--- src/rtl/e203_ifu_fetch_arb_if.sv ---
// Handshake bundle between the fetch arbiter, its two requesters (IFU, debug) and the shared memory port.
interface e203_ifu_fetch_arb_if #(
  parameter int unsigned PC_SIZE    = 32,
  parameter int unsigned INSTR_SIZE = 32
);
  logic                  ifu_req_valid;
  logic                  ifu_req_ready;
  logic [PC_SIZE-1:0]    ifu_req_pc;
  logic                  ifu_rsp_valid;
  logic                  ifu_rsp_ready;
  logic                  ifu_rsp_err;
  logic [INSTR_SIZE-1:0] ifu_rsp_instr;

  logic                  dbg_req_valid;
  logic                  dbg_req_ready;
  logic [PC_SIZE-1:0]    dbg_req_addr;
  logic                  dbg_rsp_valid;
  logic                  dbg_rsp_ready;
  logic                  dbg_rsp_err;
  logic [INSTR_SIZE-1:0] dbg_rsp_rdata;

  logic                  m_req_valid;
  logic                  m_req_ready;
  logic [PC_SIZE-1:0]    m_req_addr;
  logic                  m_rsp_valid;
  logic                  m_rsp_ready;
  logic                  m_rsp_err;
  logic [INSTR_SIZE-1:0] m_rsp_rdata;

  // Arbiter side
  modport slave (
    input  ifu_req_valid, ifu_req_pc, ifu_rsp_ready,
    output ifu_req_ready, ifu_rsp_valid, ifu_rsp_err, ifu_rsp_instr,
    input  dbg_req_valid, dbg_req_addr, dbg_rsp_ready,
    output dbg_req_ready, dbg_rsp_valid, dbg_rsp_err, dbg_rsp_rdata,
    output m_req_valid, m_req_addr, m_rsp_ready,
    input  m_req_ready, m_rsp_valid, m_rsp_err, m_rsp_rdata
  );

  // Requester / memory environment side
  modport master (
    output ifu_req_valid, ifu_req_pc, ifu_rsp_ready,
    input  ifu_req_ready, ifu_rsp_valid, ifu_rsp_err, ifu_rsp_instr,
    output dbg_req_valid, dbg_req_addr, dbg_rsp_ready,
    input  dbg_req_ready, dbg_rsp_valid, dbg_rsp_err, dbg_rsp_rdata,
    input  m_req_valid, m_req_addr, m_rsp_ready,
    output m_req_ready, m_rsp_valid, m_rsp_err, m_rsp_rdata
  );
endinterface

--- src/rtl/e203_ifu_fetch_arb.sv ---
// Shares one memory port between IFU fetch and debug access, one outstanding transaction,
// with a starvation counter that forces a debug grant after STARVE_MAX consecutive IFU wins.
module e203_ifu_fetch_arb #(
  parameter int unsigned PC_SIZE    = 32,
  parameter int unsigned INSTR_SIZE = 32,
  parameter int unsigned STARVE_MAX = 4
) (
  input  logic                  clk,
  input  logic                  rst,
  e203_ifu_fetch_arb_if.slave   bus,
  output logic                  arb_busy,
  output logic                  arb_owner_dbg
);

  localparam int unsigned CNT_W = $clog2(STARVE_MAX + 1);

  typedef enum logic {
    IDLE     = 1'b0,
    WAIT_RSP = 1'b1
  } state_e;

  state_e             state_q, state_d;
  logic               owner_q, owner_d;
  logic [CNT_W-1:0]   starve_cnt, starve_cnt_d;

  logic                  can_issue;
  logic                  grant_dbg;
  logic                  grant_ifu;
  logic                  req_hs;
  logic                  rsp_hs;
  logic                  rsp_ready_sel;
  logic [PC_SIZE-1:0]    grant_addr;
  logic [INSTR_SIZE-1:0] rsp_rdata;

  // State, owner and starvation counter registers
  always_ff @(posedge clk) begin
    if (rst) begin
      state_q    <= IDLE;
      owner_q    <= 1'b0;
      starve_cnt <= '0;
    end else begin
      state_q    <= state_d;
      owner_q    <= owner_d;
      starve_cnt <= starve_cnt_d;
    end
  end

  // Arbitration, handshakes, response routing and next state
  always_comb begin
    state_d       = state_q;
    owner_d       = owner_q;
    starve_cnt_d  = starve_cnt;
    rsp_ready_sel = 1'b0;
    rsp_hs        = 1'b0;
    can_issue     = 1'b0;
    grant_dbg     = 1'b0;
    grant_ifu     = 1'b0;
    req_hs        = 1'b0;
    grant_addr    = bus.ifu_req_pc;
    rsp_rdata     = bus.m_rsp_rdata;

    if (state_q == WAIT_RSP) begin
      rsp_ready_sel = owner_q ? bus.dbg_rsp_ready : bus.ifu_rsp_ready;
    end
    rsp_hs = (state_q == WAIT_RSP) && bus.m_rsp_valid && rsp_ready_sel;

    // A completing response frees the port in the same cycle for the next grant
    can_issue = (state_q == IDLE) || rsp_hs;
    grant_dbg = bus.dbg_req_valid &&
                (!bus.ifu_req_valid || (starve_cnt == CNT_W'(STARVE_MAX)));
    grant_ifu = bus.ifu_req_valid && !grant_dbg;
    grant_addr = grant_dbg ? bus.dbg_req_addr : bus.ifu_req_pc;
    req_hs    = can_issue && (bus.ifu_req_valid || bus.dbg_req_valid) && bus.m_req_ready;

    if (req_hs) begin
      state_d = WAIT_RSP;
      owner_d = grant_dbg;
    end else if (rsp_hs) begin
      state_d = IDLE;
    end

    // Count only IFU wins that made debug wait; a debug win resets the streak
    if (req_hs && grant_dbg) begin
      starve_cnt_d = '0;
    end else if (req_hs && bus.dbg_req_valid && (starve_cnt != CNT_W'(STARVE_MAX))) begin
      starve_cnt_d = starve_cnt + CNT_W'(1);
    end
  end

  assign bus.m_req_valid   = can_issue && (bus.ifu_req_valid || bus.dbg_req_valid);
  assign bus.m_req_addr    = grant_addr;
  assign bus.ifu_req_ready = can_issue && grant_ifu && bus.m_req_ready;
  assign bus.dbg_req_ready = can_issue && grant_dbg && bus.m_req_ready;

  assign bus.m_rsp_ready   = rsp_ready_sel;
  assign bus.ifu_rsp_valid = (state_q == WAIT_RSP) && bus.m_rsp_valid && !owner_q;
  assign bus.dbg_rsp_valid = (state_q == WAIT_RSP) && bus.m_rsp_valid && owner_q;

  // Payload goes to both sides unqualified; consumers key off their own valid
  assign bus.ifu_rsp_err   = bus.m_rsp_err;
  assign bus.ifu_rsp_instr = rsp_rdata;
  assign bus.dbg_rsp_err   = bus.m_rsp_err;
  assign bus.dbg_rsp_rdata = rsp_rdata;

  assign arb_busy      = (state_q == WAIT_RSP);
  assign arb_owner_dbg = (state_q == WAIT_RSP) && owner_q;

endmodule
--- src/flat_wrapper.sv ---
// flat-port wrapper written by rule: the top's interface ports become plain ports
module e203_ifu_fetch_arb_flat 
#(
  parameter int unsigned PC_SIZE    = 32,
  parameter int unsigned INSTR_SIZE = 32,
  parameter int unsigned STARVE_MAX = 4
)
  (clk, rst, arb_busy, arb_owner_dbg, bus_ifu_req_valid, bus_ifu_req_pc, bus_ifu_rsp_ready, bus_ifu_req_ready, bus_ifu_rsp_valid, bus_ifu_rsp_err, bus_ifu_rsp_instr, bus_dbg_req_valid, bus_dbg_req_addr, bus_dbg_rsp_ready, bus_dbg_req_ready, bus_dbg_rsp_valid, bus_dbg_rsp_err, bus_dbg_rsp_rdata, bus_m_req_valid, bus_m_req_addr, bus_m_rsp_ready, bus_m_req_ready, bus_m_rsp_valid, bus_m_rsp_err, bus_m_rsp_rdata);
  e203_ifu_fetch_arb_if #(.PC_SIZE(PC_SIZE), .INSTR_SIZE(INSTR_SIZE)) bus_i ();
  input  logic clk;
  input  logic rst;
  output logic arb_busy;
  output logic arb_owner_dbg;
  input wire logic [$bits(bus_i.ifu_req_valid)-1:0] bus_ifu_req_valid;
  input wire logic [$bits(bus_i.ifu_req_pc)-1:0] bus_ifu_req_pc;
  input wire logic [$bits(bus_i.ifu_rsp_ready)-1:0] bus_ifu_rsp_ready;
  output wire logic [$bits(bus_i.ifu_req_ready)-1:0] bus_ifu_req_ready;
  output wire logic [$bits(bus_i.ifu_rsp_valid)-1:0] bus_ifu_rsp_valid;
  output wire logic [$bits(bus_i.ifu_rsp_err)-1:0] bus_ifu_rsp_err;
  output wire logic [$bits(bus_i.ifu_rsp_instr)-1:0] bus_ifu_rsp_instr;
  input wire logic [$bits(bus_i.dbg_req_valid)-1:0] bus_dbg_req_valid;
  input wire logic [$bits(bus_i.dbg_req_addr)-1:0] bus_dbg_req_addr;
  input wire logic [$bits(bus_i.dbg_rsp_ready)-1:0] bus_dbg_rsp_ready;
  output wire logic [$bits(bus_i.dbg_req_ready)-1:0] bus_dbg_req_ready;
  output wire logic [$bits(bus_i.dbg_rsp_valid)-1:0] bus_dbg_rsp_valid;
  output wire logic [$bits(bus_i.dbg_rsp_err)-1:0] bus_dbg_rsp_err;
  output wire logic [$bits(bus_i.dbg_rsp_rdata)-1:0] bus_dbg_rsp_rdata;
  output wire logic [$bits(bus_i.m_req_valid)-1:0] bus_m_req_valid;
  output wire logic [$bits(bus_i.m_req_addr)-1:0] bus_m_req_addr;
  output wire logic [$bits(bus_i.m_rsp_ready)-1:0] bus_m_rsp_ready;
  input wire logic [$bits(bus_i.m_req_ready)-1:0] bus_m_req_ready;
  input wire logic [$bits(bus_i.m_rsp_valid)-1:0] bus_m_rsp_valid;
  input wire logic [$bits(bus_i.m_rsp_err)-1:0] bus_m_rsp_err;
  input wire logic [$bits(bus_i.m_rsp_rdata)-1:0] bus_m_rsp_rdata;
  assign bus_i.ifu_req_valid = bus_ifu_req_valid;
  assign bus_i.ifu_req_pc = bus_ifu_req_pc;
  assign bus_i.ifu_rsp_ready = bus_ifu_rsp_ready;
  assign bus_ifu_req_ready = bus_i.ifu_req_ready;
  assign bus_ifu_rsp_valid = bus_i.ifu_rsp_valid;
  assign bus_ifu_rsp_err = bus_i.ifu_rsp_err;
  assign bus_ifu_rsp_instr = bus_i.ifu_rsp_instr;
  assign bus_i.dbg_req_valid = bus_dbg_req_valid;
  assign bus_i.dbg_req_addr = bus_dbg_req_addr;
  assign bus_i.dbg_rsp_ready = bus_dbg_rsp_ready;
  assign bus_dbg_req_ready = bus_i.dbg_req_ready;
  assign bus_dbg_rsp_valid = bus_i.dbg_rsp_valid;
  assign bus_dbg_rsp_err = bus_i.dbg_rsp_err;
  assign bus_dbg_rsp_rdata = bus_i.dbg_rsp_rdata;
  assign bus_m_req_valid = bus_i.m_req_valid;
  assign bus_m_req_addr = bus_i.m_req_addr;
  assign bus_m_rsp_ready = bus_i.m_rsp_ready;
  assign bus_i.m_req_ready = bus_m_req_ready;
  assign bus_i.m_rsp_valid = bus_m_rsp_valid;
  assign bus_i.m_rsp_err = bus_m_rsp_err;
  assign bus_i.m_rsp_rdata = bus_m_rsp_rdata;
  e203_ifu_fetch_arb #(.PC_SIZE(PC_SIZE), .INSTR_SIZE(INSTR_SIZE), .STARVE_MAX(STARVE_MAX)) u_core (.clk(clk), .rst(rst), .bus(bus_i), .arb_busy(arb_busy), .arb_owner_dbg(arb_owner_dbg));
endmodule
--- config.mk ---
export PLATFORM = sky130hd
export DESIGN_NAME = e203_ifu_fetch_arb_flat
export DESIGN_NICKNAME = d
export VERILOG_FILES = /design/src/rtl/e203_ifu_fetch_arb_if.sv /design/src/rtl/e203_ifu_fetch_arb.sv /design/src/flat_wrapper.sv
export SDC_FILE = /design/constraint.sdc
export NUM_CORES = 1
export LEC_CHECK = 0
export CAP_MARGIN = 40
export CORE_MARGIN = 4
export CORE_UTILIZATION = 23
export DETAILED_ROUTE_END_ITERATION = 8
export PLACE_DENSITY = 0.9
export SLEW_MARGIN = 5
export SYNTH_ARGS = -nofsm -noshare
export SYNTH_HDL_FRONTEND = slang
export SYNTH_SLANG_ARGS = --single-unit
--- constraint.sdc ---
create_clock -name clk -period 2 [get_ports clk]
set_input_delay 0.2 -clock clk [delete_from_list [all_inputs] [get_ports clk]]
set_output_delay 0.2 -clock clk [all_outputs]
set_load 0.01 [all_outputs]
# Word level (Yosys, flattened, before mapping)
# Cells that the tools add are included.
[word_totals]
register_bits = 5
in_bits = 105
out_inout_bits = 106
[op_classes]
n_addsub = 1
n_eq_ne = 2
mux = 5
bitwise_logic = 1
reduce_logical = 24
[op_table]
columns = ["operator", "count"]
rows = [
  ["two-way mux 32 bit", 1],
  ["logical AND 1 bit", 16],
  ["two-way mux 1 bit", 4],
  ["adder 3 x 1 -> 3 bit (second input constant)", 1],
  ["== test 3 bit (second input constant)", 1],
  ["zero test 1 bit", 3],
  ["logical OR 1 bit", 3],
  ["!= test 3 bit (second input constant)", 1],
  ["nonzero test 2 bit", 1],
  ["OR reduction 2 bit", 1],
  ["NOT 1 bit", 1],
]

# Logic depth before layout (Yosys ltp)
[logic_depth]
depth_word = 8
ltp_mapped = 7
mapped_depth_nobuf = 6

# Least setup slack after synthesis
# No wires, ideal clock.
[synth_timing]
path_type = "register to output"
startpoint = "reg u_core.starve_cnt[0]"
endpoint = "out bus_m_req_addr[0]"
arrival_time_ns = 1.313
t_required_ns = 1.800
path_slack_ns = 0.487
path_stages_with_launch = 8
n_path_buf = 1
path_cell_list = "dfxtp_1 -> inv_1 -> ha_1 -> nand2_1 -> nand2_2 -> nand2_4 -> buf_6 -> mux2_4"
[synth_between]
elab_chain_len = 4
[synth_rtl]
columns = ["element", "line", "rtl"]
rows = [
  ["from (decl)", "e203_ifu_fetch_arb.sv:24", "logic [CNT_W-1:0] starve_cnt, starve_cnt_d;"],
  ["from (signal assigned)", "e203_ifu_fetch_arb.sv:44", "starve_cnt <= starve_cnt_d;"],
  ["== test 3 bit", "e203_ifu_fetch_arb.sv:70", "(!bus.ifu_req_valid || (starve_cnt == CNT_W'(STARVE_MAX)));"],
  ["logical OR 1 bit", "e203_ifu_fetch_arb.sv:70", ""],
  ["logical AND 1 bit", "e203_ifu_fetch_arb.sv:69", "grant_dbg = bus.dbg_req_valid &&"],
  ["two-way mux 32 bit", "e203_ifu_fetch_arb.sv:72", "grant_addr = grant_dbg ? bus.dbg_req_addr : bus.ifu_req_pc;"],
  ["to (decl)", "flat_wrapper.sv:29", "output wire logic [$bits(bus_i.m_req_addr)-1:0] bus_m_req_addr;"],
]
# Every way passes these cells.

# Final worst setup path
[layout_timing]
startpoint = "reg u_core.starve_cnt[1]"
endpoint = "out bus_m_req_addr[14]"
# Same word-level chain as after synthesis.

==> flow_metrics.tcl <==
set metrics [dict create \
    numCtsBuffers 3 \
    cp-startpoint "u_core.starve_cnt[1]" \
    antenna_cells 0 \
    synth_warnings 0 \
    via_per_inst 4.20 \
    synthDistinctLibCells 27 \
    path_cells "inv_2 > ha_4 > nand2_2 > nand2_4 > nand2_8 > buf_4 > mux2_4 > dlygate4sd2_1" \
    worst-setup-path-type "register to output pin" \
    synthFlopType "dfxtp_1" \
    ys_seq_area_share_pct 7.41 \
    drv_slew 0 \
    fill_cells 551 \
    path_buf_inv 3 \
    cp-end-kind "output pin" \
    placed_cells 277 \
    path_clk_slew_ns 0.03 \
    ys_top_cells_by_count "buf_4 (66), mux2_4 (29), inv_1 (6), nand2_1 (6), dfxtp_1 (5)" \
    worstPathRequired_ns 1.80 \
    io_pins 211 \
    synth_top_cell_area_share_pct 36.7 \
    max_freq_mhz 509 \
    min_from "bus_m_rsp_rdata[11]" \
    hold_ws_ns 0.400 \
    grt_usage_pct 12.1 \
    rr_startpoint "u_core.owner_q" \
    root_buffer "clkbuf_8" \
    start_util_pct 24.1 \
    cp_data_arrival_time_ns 1.77 \
    post_synth.cell_area_avg_sq_um 9.25 \
    reg2reg_slack_ns 0.68 \
    total_power_w 0.000766 \
    cts_max_level 1 \
    grt_pass1_wl_mm 6.95 \
    min_path_type "input port to output pin" \
    drt_iter0_drc 35 \
    cp_slowest_stage_delay_ns 0.31 \
    p_leak_nw 1.05 \
    r2r-end "u_core.starve_cnt[2]" \
    rsz0062_at_grt "true" \
    hold_depth 0 \
    status "finished, final reports clean" \
    hold_viol_final 0 \
    drcViolationCount 0 \
    yosys.area.top_type "buf_4" \
    synth-edff-count 0 \
    grt_overflow 0 \
    vias 1209 \
    max_slew_margin_pct 73.7 \
    critPathSlowestCell "dfxtp_2" \
    finalClockSkew_ns 0.000247 \
    cts_hold_buf 0 \
    core_area_sq_mm 0.00561 \
    ctsLongestPathBuffers 2 \
    finalCritPeriodShare_pct 98.3 \
    stdcell_count 288 \
    tightest_slew_ns 0.394 \
    async_reset_ff_share_pct 0 \
    hpwlAfterDp_mm 3.90 \
    syn-cell-area_sq_mm 0.00135 \
    setup_tns_ns 0 \
    reg2reg_depth 4 \
    gp_congestion 0.847 \
    setup_violations 0 \
    area_delta_synth_final_pct 67.7 \
    synthTopCellsByArea "buf_4 (37%), mux2_4 (32%), dfxtp_1 (7.4%), buf_6 (2.5%), mux2_2 (2.5%)" \
    cts_tree "yes" \
    fin_util_pct 40.4 \
    whs_endpoint "bus_dbg_rsp_rdata[11]" \
    synthCells 146 \
    cp_max_fo 8 \
    fp.dieW_um 84.6 \
    cap_violations 0 \
    antenna_left 0 \
    cp-start-kind "register" \
    cts_sinks 5 \
    antenna_found_initial 0 \
    drt-wirelength-per-cell_um 16.4 \
    synth_fp_nets 253 \
    crit_family "buffers and inverters" \
    num-nets-final 324 \
    post-route-min-period_ns 1.97 \
    clock_latency_ns 0.22 \
    port_buffers 111 \
    power_density_mw_per_mm2 338 \
    rows 27 \
    die_h_um 84.6 \
    first_global_vias 1308 \
    drt_first_pass_iters 4 \
    peakVddDrop_mv 0.194 \
    totalWireLength_mm 4.74 \
    drive_above_1_share_pct 36.6 \
    grt_max_degree 9 \
    dieArea_sq_mm 0.00716 \
    synth.ff_latch_count 5 \
    synth.most_common_cell "buf_4" \
]
## power breakdown
group | internal, W | switching [W]
registers | 0.000106 | 0.00000626
clock network | 0.000137 | 0.0000507
logic | 0.000313 | 0.000153
total | 0.000556 | 0.000210
## flip-flops by register name, indices dropped and copies added, names as in the netlist
signal	count
u_core.arb_busy	1
u_core.owner_q	1
u_core.starve_cnt	3
## cells by family (layout without fill, tap and decap cells)
logic type | Yosys count | count (layout) | synth area share [%]
compound gates | 13 | 13 | 7.04
fa+ha+maj | 2 | 2 | 1.85
buf+inv | 75 | 144 | 40.9
flops | 5 | 5 | 7.41
mux | 33 | 33 | 35.5
simple gates | 18 | 19 | 7.32
## layout by cell type (no fill, tap or decap), types with 2 or more instances in the layout
cell,n
nand2_1,5
clkdlybuf4s15_1,13
a21oi_1,3
nor2_1,2
mux2_4,29
mux2_2,3
dlygate4sd2_1,12
inv_1,4
dfxtp_1,3
buf_2,5
buf_4,21
o21ai_0,2
clkbuf_8,3
nand3_1,3
nand2_4,2
dfxtp_2,2
inv_2,2
clkdlybuf4s50_1,77
clkbuf_2,4
o31ai_1,2
## repair_timing
item                                    4_1_cts  5_1_grt
pin swaps                                     3        0
endpoints found under the setup margin       34       28
resized for setup                            64       16
setup buffers                                 2        3
gates cloned                                  2        0
## area by class of cell
class	instances	area (sq um)	area share, %
flip-flops and latches	5	103	4.53
inverters	6	22.5	0.995
clock buffers	4	45.0	1.99
repair buffers	134	1260	55.7
multi-input cells	67	742	32.8
well taps	72	90.1	3.98
## how the worst max path moves through the flow
stage / endpoint / slack (ns) / depth (start not counted)
floorplan: bus_m_req_addr[0] / 0.49 / 7
global placement: bus_m_req_addr[29] / -0.12 / 6
detailed placement: bus_m_req_addr[0] / -0.17 / 6
CTS: bus_m_req_addr[25] / 0.03 / 8
global route: bus_m_req_addr[13] / -0.04 / 8
finish: bus_m_req_addr[14] / 0.03 / 8
## stage by stage
step | setup WS (ns) | area (sq um)
global placement | -0.123 | 2160
CTS | 0.0294 | 2240
detailed placement | -0.166 | 2160
finish | 0.0341 | 2260
global route | -0.0445 | 2260
floorplan | 0.487 | 1350
## layer usage
metal / global-route usage, % / wire, um / vias up
met4: 5.18 / 86 / 0
met2: 21.4 / 2330 / 101
met1: 11.4 / 1610 / 532
met3: 6.87 / 711 / 10
met5: 0 / 0 / -
li1: - / - / 566
(Power assumes the default switching activity.)
